===== src/rtl/ramp_profile_gen.sv =====
// ramp_profile_gen: phase ramp generator for the coil drive.
// Moves a fixed-point accumulator from a start phase to an end phase, one
// step per cycle_done. It supports rise, fall, triangle and step profiles,
// each with a programmable dwell at the target.
// Optional build macro RAMPGEN_ROUND_EN: round the displayed phase half-up
// (clamped at the active target) instead of truncating it.
module ramp_profile_gen #(
    parameter int PHASE_W = 8,
    parameter int FRAC_W  = 8,
    parameter int DWELL_W = 16
) (
    input  logic                      clk,
    input  logic                      rst_n,
    input  logic                      start,
    input  logic                      abort,
    input  logic                      cycle_done,
    input  logic [1:0]                cfg_mode,
    input  logic [PHASE_W-1:0]        cfg_start_phase,
    input  logic [PHASE_W-1:0]        cfg_end_phase,
    input  logic [PHASE_W+FRAC_W-1:0] cfg_step,
    input  logic [DWELL_W-1:0]        cfg_dwell,
    output logic [PHASE_W-1:0]        phase_value,
    output logic                      busy,
    output logic                      at_end,
    output logic                      done
);
    localparam int ACC_W = PHASE_W + FRAC_W + 1;
    localparam logic [1:0] M_RISE = 2'b00, M_FALL = 2'b01, M_TRI = 2'b10, M_STEP = 2'b11;

    typedef enum logic [1:0] {S_IDLE, S_RISE, S_FALL, S_DWELL} state_t;

    state_t                    r_state, w_state_nxt;
    logic [ACC_W-1:0]          r_acc, w_acc_nxt;
    logic [PHASE_W-1:0]        r_phase, w_phase_nxt;
    logic                      r_done, w_done_nxt;
    logic [DWELL_W-1:0]        r_dcnt, w_dcnt_nxt;

    // Config copy held for the whole profile
    logic [1:0]                r_mode;
    logic [PHASE_W-1:0]        r_start, r_end;
    logic [PHASE_W+FRAC_W-1:0] r_step;
    logic [DWELL_W-1:0]        r_dwell;

    logic [PHASE_W-1:0]        w_target, w_ramp_int, w_ramp_phase;
    logic [ACC_W-1:0]          w_sum, w_diff, w_tgt_acc;
    logic                      w_exit;

    // Second leg of a triangle falls back to the latched start; otherwise aim at end
    assign w_target  = (r_state == S_FALL && r_mode == M_TRI) ? r_start : r_end;
    assign w_tgt_acc = {1'b0, w_target, {FRAC_W{1'b0}}};
    assign w_sum     = r_acc + {1'b0, r_step};
    assign w_diff    = r_acc - {1'b0, r_step};
    assign w_ramp_int = (r_state == S_RISE) ? w_sum[ACC_W-2:FRAC_W] : w_diff[ACC_W-2:FRAC_W];

`ifdef RAMPGEN_ROUND_EN
    logic             w_ramp_half;
    logic [PHASE_W:0] w_rnd;
    assign w_ramp_half = (r_state == S_RISE) ? w_sum[FRAC_W-1] : w_diff[FRAC_W-1];
    // Round half up. Only a rising leg can be pushed past its target by rounding.
    always_comb begin
        w_rnd = {1'b0, w_ramp_int} + {{PHASE_W{1'b0}}, w_ramp_half};
        if (r_state == S_RISE && w_rnd > {1'b0, w_target})
            w_ramp_phase = w_target;
        else
            w_ramp_phase = w_rnd[PHASE_W-1:0];
    end
`else
    assign w_ramp_phase = w_ramp_int;
`endif

    // Latch configuration on an accepted start
    always_ff @(posedge clk or negedge rst_n) begin
        if (!rst_n) begin
            r_mode  <= M_RISE;
            r_start <= '0;
            r_end   <= '0;
            r_step  <= '0;
            r_dwell <= '0;
        end else if (start && !abort) begin
            r_mode  <= cfg_mode;
            r_start <= cfg_start_phase;
            r_end   <= cfg_end_phase;
            r_step  <= cfg_step;
            r_dwell <= cfg_dwell;
        end
    end

    // State, accumulator, phase output, dwell counter and done pulse
    always_ff @(posedge clk or negedge rst_n) begin
        if (!rst_n) begin
            r_state <= S_IDLE;
            r_acc   <= '0;
            r_phase <= '0;
            r_done  <= 1'b0;
            r_dcnt  <= '0;
        end else begin
            r_state <= w_state_nxt;
            r_acc   <= w_acc_nxt;
            r_phase <= w_phase_nxt;
            r_done  <= w_done_nxt;
            r_dcnt  <= w_dcnt_nxt;
        end
    end

    // Next-state logic: abort beats start, start beats cycle_done
    always_comb begin
        w_state_nxt = r_state;
        w_acc_nxt   = r_acc;
        w_phase_nxt = r_phase;
        w_done_nxt  = 1'b0;
        w_dcnt_nxt  = r_dcnt;
        w_exit      = 1'b0;
        if (abort) begin
            w_state_nxt = S_IDLE;
            w_acc_nxt   = '0;
            w_phase_nxt = '0;
        end else if (start) begin
            w_acc_nxt   = {1'b0, cfg_start_phase, {FRAC_W{1'b0}}};
            w_phase_nxt = cfg_start_phase;
            case (cfg_mode)
                M_FALL: w_state_nxt = S_FALL;
                M_STEP: begin
                    // Step mode jumps straight to the target and dwells there
                    w_state_nxt = S_DWELL;
                    w_acc_nxt   = {1'b0, cfg_end_phase, {FRAC_W{1'b0}}};
                    w_phase_nxt = cfg_end_phase;
                    w_dcnt_nxt  = cfg_dwell;
                end
                default: w_state_nxt = S_RISE;
            endcase
        end else begin
            case (r_state)
                S_RISE: if (cycle_done) begin
                    // The carry bit means the step ran past full scale
                    if (w_sum[ACC_W-1] || w_sum[ACC_W-2:FRAC_W] >= w_target) begin
                        w_acc_nxt   = w_tgt_acc;
                        w_phase_nxt = w_target;
                        w_state_nxt = S_DWELL;
                        w_dcnt_nxt  = r_dwell;
                    end else begin
                        w_acc_nxt   = w_sum;
                        w_phase_nxt = w_ramp_phase;
                    end
                end
                S_FALL: if (cycle_done) begin
                    // The borrow bit means the step went below zero
                    if (w_diff[ACC_W-1] || w_diff[ACC_W-2:FRAC_W] <= w_target) begin
                        w_acc_nxt   = w_tgt_acc;
                        w_phase_nxt = w_target;
                        if (r_mode == M_TRI) begin
                            w_state_nxt = S_IDLE;
                            w_done_nxt  = 1'b1;
                        end else begin
                            w_state_nxt = S_DWELL;
                            w_dcnt_nxt  = r_dwell;
                        end
                    end else begin
                        w_acc_nxt   = w_diff;
                        w_phase_nxt = w_ramp_phase;
                    end
                end
                S_DWELL: begin
                    // A zero dwell leaves on the next clock without waiting for cycle_done
                    if (r_dcnt == '0) begin
                        w_exit = 1'b1;
                    end else if (cycle_done) begin
                        w_dcnt_nxt = r_dcnt - 1'b1;
                        w_exit     = (r_dcnt == {{(DWELL_W-1){1'b0}}, 1'b1});
                    end
                    if (w_exit) begin
                        if (r_mode == M_TRI) begin
                            w_state_nxt = S_FALL;
                        end else begin
                            w_state_nxt = S_IDLE;
                            w_done_nxt  = 1'b1;
                        end
                    end
                end
                default: ;
            endcase
        end
    end

    assign phase_value = r_phase;
    assign busy        = (r_state != S_IDLE);
    assign at_end      = (r_state == S_DWELL);
    assign done        = r_done;

endmodule


===== config.mk =====
export PLATFORM = sky130hd
export DESIGN_NAME = ramp_profile_gen
export DESIGN_NICKNAME = d
export VERILOG_FILES = /design/src/rtl/ramp_profile_gen.sv
export SDC_FILE = /design/constraint.sdc
export NUM_CORES = 1
export LEC_CHECK = 0
export BUFFER_PORTS_ARGS = -buffer_cell sky130_fd_sc_hd__buf_2
export CORE_MARGIN = 3
export CORE_UTILIZATION = 61
export CTS_BUF_LIST = sky130_fd_sc_hd__clkbuf_16
export DETAILED_ROUTE_END_ITERATION = 8
export PLACE_DENSITY = 0.87
export SETUP_SLACK_MARGIN = 0.3
export SLEW_MARGIN = 20
export SYNTH_ARGS = -nofsm -noshare
export SYNTH_HDL_FRONTEND = slang
export SYNTH_SLANG_ARGS = --single-unit

===== constraint.sdc =====
create_clock -name clk -period 5.85 [get_ports clk]
set_input_delay 1.17 -clock clk [delete_from_list [all_inputs] [get_ports clk]]
set_output_delay 1.17 -clock clk [all_outputs]
set_load 0.05 [all_outputs]

==> summary.txt <==
Yosys
  • Post-Synth Adder-Cell Area: 10.1%
  • Synth Instances: 846
  • Syn Area/Cell: 8.41 um^2
  • Top post-synthesis cells by area: dfrtp_1 33%, ha_1 9.5%, nand2_1 7.8%
  • Sequential fraction of the synthesis area: 33.1%
  • Post-synthesis simple-gate area fraction: 18.0%
  • Synthesized cell area: 0.00712 mm^2
  • Yosys reg bits: 94
  • Dominant synthesized flop cell: dfrtp_1
  • Count leader, synth: nand2_1
  • Xor/xnor share of the synthesized area: 3.32%
  • Multiplexer share of the synthesized area: 5.17%
  • Netlist cell types: 74
  • Asr flop ratio synth: 100%
  • Synth Area in Compound Gates: 24.9%
  • Largest family of logic cells by synthesized area: compound AO/OA/AOI/OAI gates
  • Post-synth EDFFs: 0
  • Ys Warns: 0
  • Synth top cells by count: 147 x nand2_1, 94 x dfrtp_1, 62 x nor2_1, 54 x ha_1, 51 x a21oi_1
  • Syn Nets: 957
  • Cell taking the most area after synthesis: dfrtp_1
  • Synth top area share: 33.1%

Timing
  • Slew margin rel.: 36.0%
  • # setup viols final: 0
  • Max-slew violations: 0
  • Hold slack: 473 ps
  • Endpoints failing hold: 0
  • Fmax: 192 MHz
  • Min cycle time layout: 5210 ps
  • Fin Setup TNS: 0 ps
  • RSZ-0062 raised after global routing: no
  • Worst Max-Slew Pin Slew: 957 ps
  • Post-route clock period utilization: 89.0%
  • Clock skew: 9.13 ps

Detailed routing
  • DR vias/cell: 6.32
  • Starting DRT DRC Count: 611
  • DR DRC count: 0
  • Vias: 6511
  • Final ANT Viol Nets: 0
  • First-pass detailed-route iteration total: 5
  • Routed len/inst: 18.1 um
  • Routed wire length: 18700 um

Power
  • Cell Pwr Density: 478 mW/mm^2
  • Worst IR drop on VDD: 0.346 mV
  • Leakage: 3.76 nW

Floorplanning
  • Die Y-Extent: 114 um
  • Die width: 114 um
  • Core area: 0.0111 mm^2
  • Initial Util: 64.0%
  • IO Pins: 66
  • Row Count: 38
  • Die ar.: 0.0130 mm^2

Layout
  • Nets: 997
  • Layout cells sized above 1: 12.8%
  • Filler instances: 931
  • Number of diodes: 0
  • Area delta synth->final: 9.02%

Setup path
  • Req. time, crit path: 6100 ps
  • Critical path endpoint category: flip-flop
  • Setup CP Type: flip-flop to flip-flop
  • CP max FO: 12
  • R2R setup slack: 640 ps
  • Worst setup SP type: flip-flop
  • Reg2Reg Depth: 18
  • Crit path DAT: 5460 ps

Clock tree
  • H-tree Lvls: 3
  • Hold_buf cts: 0
  • # Post-CTS Setup Buffers: 0
  • CTS Sinks: 94
  • Worst-path clk slew: 70 ps
  • CTS Buf Count: 9
  • CTS Root Cell: clkbuf_16
  • CTS Buffer Depth: 2
  • Worst skew pair latency: 350 ps
  • Post-cts resize count: 0
  • CTS tree: built

GRT
  • Grt total ovfl: 0
  • Pin count of the biggest net entering global routing: 64
  • First-pass GRT wire length: 30800 um
  • Vias in the first global route: 6240
  • Antenna violations before repair: 0
  • GRT Resource Usage Total: 29.7%

Hold path
  • Hold Crit Class: flip-flop to flip-flop
  • Hold depth: 2

Placement
  • DP HPWL: 13600 um
  • Final Wtd Congestion: 1.00
  • Port bufs: 65

Flow run
  • Max capacitance violation total: 0

Outcome
  • Status: completed
[flip-flops by register name, summed over array words and instances, names as in the netlist, 2 cells and up]
register,count
r_mode,2
phase_value,8
r_acc,17
r_dwell,16
r_end,8
r_step,16
r_dcnt,16
r_start,8
r_state,2
[stage by stage]
| stage | util (%) | std cells | setup slack, ps | cell area, um^2 | total power, mW |
|---|---|---|---|---|---|
| final | 69.7 | 1031 | 643 | 7760 | 3.71 |
| after global routing | 69.7 | 1031 | 452 | 7760 | 3.96 |
| after CTS | 69.7 | 1031 | 743 | 7760 | 3.66 |
| after detailed placement | 67.3 | 1015 | 810 | 7490 | 3.09 |
| after global placement | 67.3 | 1015 | 858 | 7490 | 3.05 |
| after floorplan | - | 846 | 1570 | 7120 | 2.63 |
[logic make-up after synthesis]
family | count (synthesis)
AND/OR/NAND/NOR | 289
AO/OA/AOI/OAI | 250
buffers and inverters | 94
flip-flops | 94
adder cells (fa/ha/maj) | 56
multiplexers | 36
XOR/XNOR | 27
[final timing paths]
kind	start	end
worst max-delay path	r_acc[2]	r_state[1]
worst min-delay path	r_start[3]	r_start[3]
worst max register to register	r_acc[2]	r_state[1]
worst min register to register	r_start[3]	r_start[3]
max in group asynchronous	rst_n	r_dcnt[1]
min in group asynchronous	rst_n	r_step[7]
[cell usage in the layout (no fill, tap or decap), drive strengths merged, types with 9 or more instances in the layout]
cell type,netlist,routed
xnor2,21,21
clkbuf,31,9
or3,9,9
buf,13,73
a21oi,53,53
nand2,149,149
o21ai,58,58
a211oi,17,17
nor3,19,19
inv,50,53
nor2b,9,9
dfrtp,94,94
a221oi,9,9
mux2i,33,33
a21o,9,9
nor2,64,64
a22oi,17,17
nand2b,13,13
ha,54,54
[per-layer routing]
| layer | vias to the layer above | wire [um] | part of all wire (%) | global-route usage (%) |
|---|---|---|---|---|
| met5 | - | 0 | 0 | 0 |
| met4 | 0 | 458 | 2.4 | 8.79 |
| met3 | 37 | 1670 | 8.9 | 7.59 |
| met2 | 296 | 8090 | 43 | 44.6 |
| met1 | 3087 | 8490 | 45 | 42.4 |
| li1 | 3091 | - | - | - |
[power by group]
part / internal, mW / switching, mW
Clock: 0.286 / 0.260
Sequential: 0.803 / 0.168
Combinational: 0.840 / 1.35
Total: 1.93 / 1.78
[critical path, stage by stage (launching register included)]
cell       delay [ps]
dfrtp_1           410
ha_1              380
nor2b_1           180
o31ai_2           370
a21oi_4           140
a31oi_4           310
mux2_2            370
a311oi_1          470
ha_1              340
nand2_1            60
o21ai_0           110
mux2i_1           140
a21oi_1            90
nand3_1           150
mux2i_2           130
a31oi_2           700
buf_4             340
a211oi_1          110
a2111oi_2         290
[cell type report]
| class | instances | area (um^2) | area share (%) |
|---|---|---|---|
| Inverter | 50 | 188 | 2.42 |
| Timing Repair Buffer | 73 | 388 | 5.00 |
| Sequential cell | 94 | 2350 | 30.3 |
| Tap cell | 140 | 175 | 2.26 |
| Clock inverter | 7 | 42.5 | 0.548 |
| Clock buffer | 9 | 225 | 2.90 |
| Multi-Input combinational cell | 658 | 4390 | 56.5 |
Power figures use the tool's default switching activity.
